--- src/rtl/pn_scr_pkg.sv ---
// Shared constants and helpers for the PN scrambler channel.
package pn_scr_pkg;

  localparam logic MODE_ADD  = 1'b0;
  localparam logic MODE_SS   = 1'b1;
  localparam logic DIR_SCR   = 1'b0;
  localparam logic DIR_DESCR = 1'b1;

  // x^8 + x^4 + x^3 + x^2 + 1
  localparam int         DEF_L    = 8;
  localparam logic [7:0] DEF_TAPS = 8'h8E;
  localparam logic [7:0] DEF_SEED = 8'hFF;

  typedef logic [15:0] beat_cnt_t;
  localparam beat_cnt_t CNT_MAX = 16'hFFFF;

  // Feedback bit of the LFSR: parity of the tapped state bits.
  function automatic logic lfsr_next_bit(input logic [31:0] s, input logic [31:0] taps);
    return ^(s & taps);
  endfunction

endpackage

--- src/rtl/pn_lfsr_unroll.sv ---
// Combinational DW-bit unrolled LFSR step, MSB processed first.
module pn_lfsr_unroll import pn_scr_pkg::*; #(
  parameter int             DW   = 8,
  parameter int             L    = DEF_L,
  parameter logic [L-1:0]   TAPS = DEF_TAPS
) (
  input  logic [L-1:0]  s,
  input  logic [DW-1:0] d,
  input  logic          mode,
  input  logic          dir,
  output logic [DW-1:0] o,
  output logic [L-1:0]  s_next
);

  logic [L-1:0] st;
  logic         fb;
  logic         ob;
  logic         feed;

  // Walk the beat bit by bit; the shift-in bit depends on mode and direction.
  always_comb begin
    st   = s;
    fb   = 1'b0;
    ob   = 1'b0;
    feed = 1'b0;
    o    = '0;
    for (int i = DW - 1; i >= 0; i--) begin
      fb = lfsr_next_bit(32'(st), 32'(TAPS));
      if (mode == MODE_SS) begin
        ob   = d[i] ^ fb;
        feed = (dir == DIR_DESCR) ? d[i] : ob;
      end else begin
        ob   = d[i] ^ st[L-1];
        feed = fb;
      end
      st   = {st[L-2:0], feed};
      o[i] = ob;
    end
    s_next = st;
  end

endmodule

--- src/rtl/pn_scrambler_chan.sv ---
// Byte-parallel PN scrambler/descrambler channel with a 1-deep output register.
module pn_scrambler_chan import pn_scr_pkg::*; #(
  parameter int           DW   = 8,
  parameter int           L    = DEF_L,
  parameter logic [L-1:0] TAPS = DEF_TAPS,
  parameter logic [L-1:0] SEED = DEF_SEED
) (
  input  logic          clk_40M,
  input  logic          rst,
  input  logic          cfg_mode,
  input  logic          cfg_dir,
  input  logic          seed_load,
  input  logic [L-1:0]  seed_val,
  input  logic          in_valid,
  output logic          in_ready,
  input  logic [DW-1:0] in_data,
  input  logic          in_sof,
  output logic          out_valid,
  input  logic          out_ready,
  output logic [DW-1:0] out_data,
  output logic          out_sof,
  output logic [15:0]   beat_cnt
);

  logic          accept;
  logic [L-1:0]  lfsr_q;
  logic [L-1:0]  s_cur;
  logic [L-1:0]  s_next;
  logic [DW-1:0] o_beat;

  assign in_ready = !out_valid || out_ready;
  assign accept   = in_valid && in_ready;

  // Reload mux: seed_val beats an additive-mode SOF, and the reloaded state feeds this beat.
  always_comb begin
    s_cur = lfsr_q;
    if (seed_load)
      s_cur = seed_val;
    else if (accept && in_sof && (cfg_mode == MODE_ADD))
      s_cur = SEED;
  end

  pn_lfsr_unroll #(
    .DW   (DW),
    .L    (L),
    .TAPS (TAPS)
  ) u_unroll (
    .s      (s_cur),
    .d      (in_data),
    .mode   (cfg_mode),
    .dir    (cfg_dir),
    .o      (o_beat),
    .s_next (s_next)
  );

  // LFSR state and beat counter; the state only moves on accepted beats or seed loads.
  always_ff @(posedge clk_40M) begin
    if (rst) begin
      lfsr_q   <= SEED;
      beat_cnt <= '0;
    end else begin
      if (accept)
        lfsr_q <= s_next;
      else if (seed_load)
        lfsr_q <= seed_val;

      if (seed_load)
        beat_cnt <= accept ? 16'd1 : 16'd0;
      else if (accept && (beat_cnt != CNT_MAX))
        beat_cnt <= beat_cnt + 16'd1;
    end
  end

  // Output register: loads on accept, holds while stalled, drains when consumed.
  always_ff @(posedge clk_40M) begin
    if (rst) begin
      out_valid <= 1'b0;
      out_data  <= '0;
      out_sof   <= 1'b0;
    end else if (accept) begin
      out_valid <= 1'b1;
      out_data  <= o_beat;
      out_sof   <= in_sof;
    end else if (out_ready) begin
      out_valid <= 1'b0;
    end
  end

endmodule

--- config.mk ---
export PLATFORM = sky130hd
export DESIGN_NAME = pn_scrambler_chan
export DESIGN_NICKNAME = d
export VERILOG_FILES = /design/src/rtl/pn_scr_pkg.sv /design/src/rtl/pn_lfsr_unroll.sv /design/src/rtl/pn_scrambler_chan.sv
export SDC_FILE = /design/constraint.sdc
export NUM_CORES = 1
export LEC_CHECK = 0
export CORE_AREA = 2 2 86 88
export DETAILED_ROUTE_END_ITERATION = 6
export DIE_AREA = 0 0 88 90
export MAX_ROUTING_LAYER = met4
export PLACE_DENSITY_LB_ADDON = 0.12
export SLEW_MARGIN = 20
export SYNTH_ARGS = -nofsm -noshare
export SYNTH_HDL_FRONTEND = slang
export SYNTH_SLANG_ARGS = --single-unit
--- constraint.sdc ---
create_clock -name clk_40M -period 4.36 [get_ports clk_40M]
set_input_delay 0.872 -clock clk_40M [delete_from_list [all_inputs] [get_ports clk_40M]]
set_output_delay 0.872 -clock clk_40M [all_outputs]
set_load 0.02 [all_outputs]
==> qor.txt, run 1 <==
Sw Pwr: 0.000573 W
nets@finish: 451
Peak Freq: 241 MHz
Synth Area in XOR/XNOR: 18.1%
arrival time worst endpoint: 4.33 ns
Tightest Pin Transition: 0.506 ns
CTS Buffer Depth: 2
Post-Place Worst Slack: -0.0928 ns
initial antenna violation count: 0
Inserted Clock Buffers: 5
Storage cell area: 681 sq um
WL final: 7720 um
top-count cell post-synth: nand2_1
Clock Power Share: 16.2%
final period utilization: 95.2%
CP required: 4.54 ns
register area share after synthesis: 25.2%
Sequential Power Share: 25.0%
clock skew: 0.00536 ns
Synth async-reset ratio: 0%
core area: 7020 sq um
Post-synth EDFFs: 0
syn_area_per_cell: 7.73 sq um
worst relative slew slack: 65.8%
ANT nets after route: 0
Hold WS: 0.454 ns
Slew Viols, Final: 0
H-tree depth: 2
unrepaired setup endpoints after global routing: false
setup ws final: 0.210 ns
DP Area: 3550 sq um
outcome: finished, final reports clean
CTS tree: yes
clk slew on worst S/H paths: 0.07 ns
share of layout cells above drive strength 1: 13.3%
Setup Viol. Count Final: 0
multi-input logic area: 1920 sq um
Static Leak: 1.46 nW
combinational fraction of design power: 58.7%
Pwr Density: 406 nW/um^2
Synth Area in Simple Gates: 25.7%
largest family of logic cells by synthesized area: simple AND/OR/NAND/NOR gates
grt ovf: 0
final instance area: 3650 sq um
I/O pins: 51
vias: 2792
wire length per cell after detailed routing: 14.7 um
vias in the first global route: 2590
Hold Path Stages: 2
CP max FO: 10
max cap viols: 0
VDD IR max: 206 uV
Sink Count: 34
mux contribution to synthesized area: 1.94%
total chip power: 0.00148 W
adder-cell share of the synthesized area: 0.463%
number of vias per cell: 5.31
die footprint: 7920 sq um
CP endpoint kind: flop
diodes inserted: 0
number of cells on the critical path: 14
synth-to-layout area growth: 35.1%
HP Start: out_data[5]
cts hold-fix bufs: 0
DRT iter0 DRCs: 137
Final min period: 4.15 ns
buffer and inverter count on the worst path: 3
clock root buffer: clkbuf_8
DRC: 0
worst reg2reg path depth: 11
Critical Path Source: cfg_mode
gpl congestion: 0.941
CP cell instances: clkdlybuf4s50_1 > nand2b_1 > buf_4 > o31ai_1 > buf_4 > o21ai_0 > a211oi_4 > xnor3_2 > a21boi_1 > o211a_1 > a211oi_2 > xor2_2 > nand4b_1 > o211a_1
cell taking the most area after synthesis: dfxtp_1
Clk Latency, worst-skew pair: 0.28 ns
Mapped Area: 2700 sq um
Pint: 0.000908 W
hold violation count in the final report: 0
hold crit path type: flop to flop
unique cell type count in the Yosys netlist: 60
RR Startpoint: lfsr_q[0]
ys flop type: dfxtp_1
total global-route track usage: 20.9%
Compound-Gate Fraction of Synth Area: 24.4%
Starting Density: 38.5%
die span in x: 88 um
HPWL Detailed: 5950 um
Sw Share: 38.7%
first-pass GRT wire length: 12900 um
Worst path max stage delay: 0.56 ns
largest net degree at the start of global routing: 29
top post-synthesis cells by area: dfxtp_1 25%, xor2_1 7.8%, nand2_1 5.6%
slowest stage cell, crit path: xnor3_2
Pre-Repair DR Iteration Count: 5
filler cell count: 684
yosys warns: 0
Synth Register Bits: 34
Setup CP Type: input port to flop
die height: 90 um
Syn Nets: 375
Worst Setup Start Kind: input port
Syn Inst Count: 350
port bufs: 50
CP delay by family, top: compound AO/OA/AOI/OAI gates
Yosys top cell area share: 25.2%
Cell Rows: 31
Post-synth top cells: 40 x nand2_1, 34 x dfxtp_1, 34 x nor2_1
final timing paths:
check                endpoint  slack, ns
setup / recovery  out_data[0]       0.21
hold / removal    out_data[5]       0.45
setup reg to reg  out_data[0]       0.87
hold reg to reg   out_data[5]       0.45
routing by layer:
metal  track usage, %  vias to the layer above  wire length [um]
li1                 -                     1403                 -
met1             29.4                     1320              3810
met2             31.1                       63              3530
met3             3.40                        6               301
met4             5.77                        0                76
met5                -                        -                 0
layout by cell type (no fill, tap or decap), types with 4 or more instances in the layout:
cell	synthesis	routed
or3_1	8	8
buf_4	0	39
inv_1	7	7
clkdlybuf4s50_1	0	50
a21o_1	6	6
xor2_1	24	23
nand3b_1	4	4
nand3_1	9	9
xnor2_1	14	14
nand4_1	6	6
nand2_1	40	40
and3_1	7	7
dfxtp_1	34	34
a21oi_1	24	24
nor2_1	34	34
nand2b_1	9	9
o21ai_0	26	26
clkbuf_8	0	6
per-stage QoR:
step | std cells | utilization, % | setup TNS (ns)
3_3_place_gp | 518 | 50.6 | -0.0710
2_1_floorplan | 350 | - | 0
3_5_place_dp | 518 | 50.6 | -0.137
5_1_grt | 526 | 52.0 | 0
4_1_cts | 526 | 51.9 | 0
6_report | 526 | 52.0 | 0
registers in the layout, summed over array words and instances (netlist names):
register   count
beat_cnt      16
out_sof        1
out_valid      1
out_data       8
lfsr_q         8
worst reg2reg max path, delay by kind of cell (launching register included):
kind	cells	cell delay [ns]
AO/OA/AOI/OAI	5	1.28
AND/OR/NAND/NOR	4	1.09
XOR/XNOR	2	0.66
flip-flops	1	0.37
power by group through the flow:
stage	Clock, W	Sequential, W	Combinational [W]
final	0.000240	0.000371	0.000870
after floorplan	0	0.000392	0.000559
after CTS	0.000246	0.000371	0.000858
after global routing	0.000264	0.000376	0.000959
after detailed placement	0	0.000377	0.000852
after global placement	0	0.000378	0.000842
what timing repair did:
action                                  CTS  global route
resized for setup                         0             2
endpoints found under the setup margin    0             1
endpoints found under the hold margin     0             0
setup buffers                             0             0
layout make-up:
type / instances / share of cell area, %
clock buffer: 7 / 2.36
clock inverter: 1 / 0.137
inverter: 7 / 0.719
multi-input combinational: 288 / 52.5
sequential: 34 / 18.6
tap: 99 / 3.39
timing repair buffer: 90 / 22.3
logic make-up after synthesis:
logic type | count (synthesis)
flops | 34
mux | 5
xor+xnor | 45
simple gates | 139
buf+inv | 28
compound gates | 98
fa+ha+maj | 1
Note: power is estimated with default switching activity, not from simulation.
==> run 2: changes to the inputs <==
Settings changed: SKIP_CTS_REPAIR_TIMING set to 1.
==> results of run 2 <==
Final layout, timing and power as in run 1 (identical DEF).
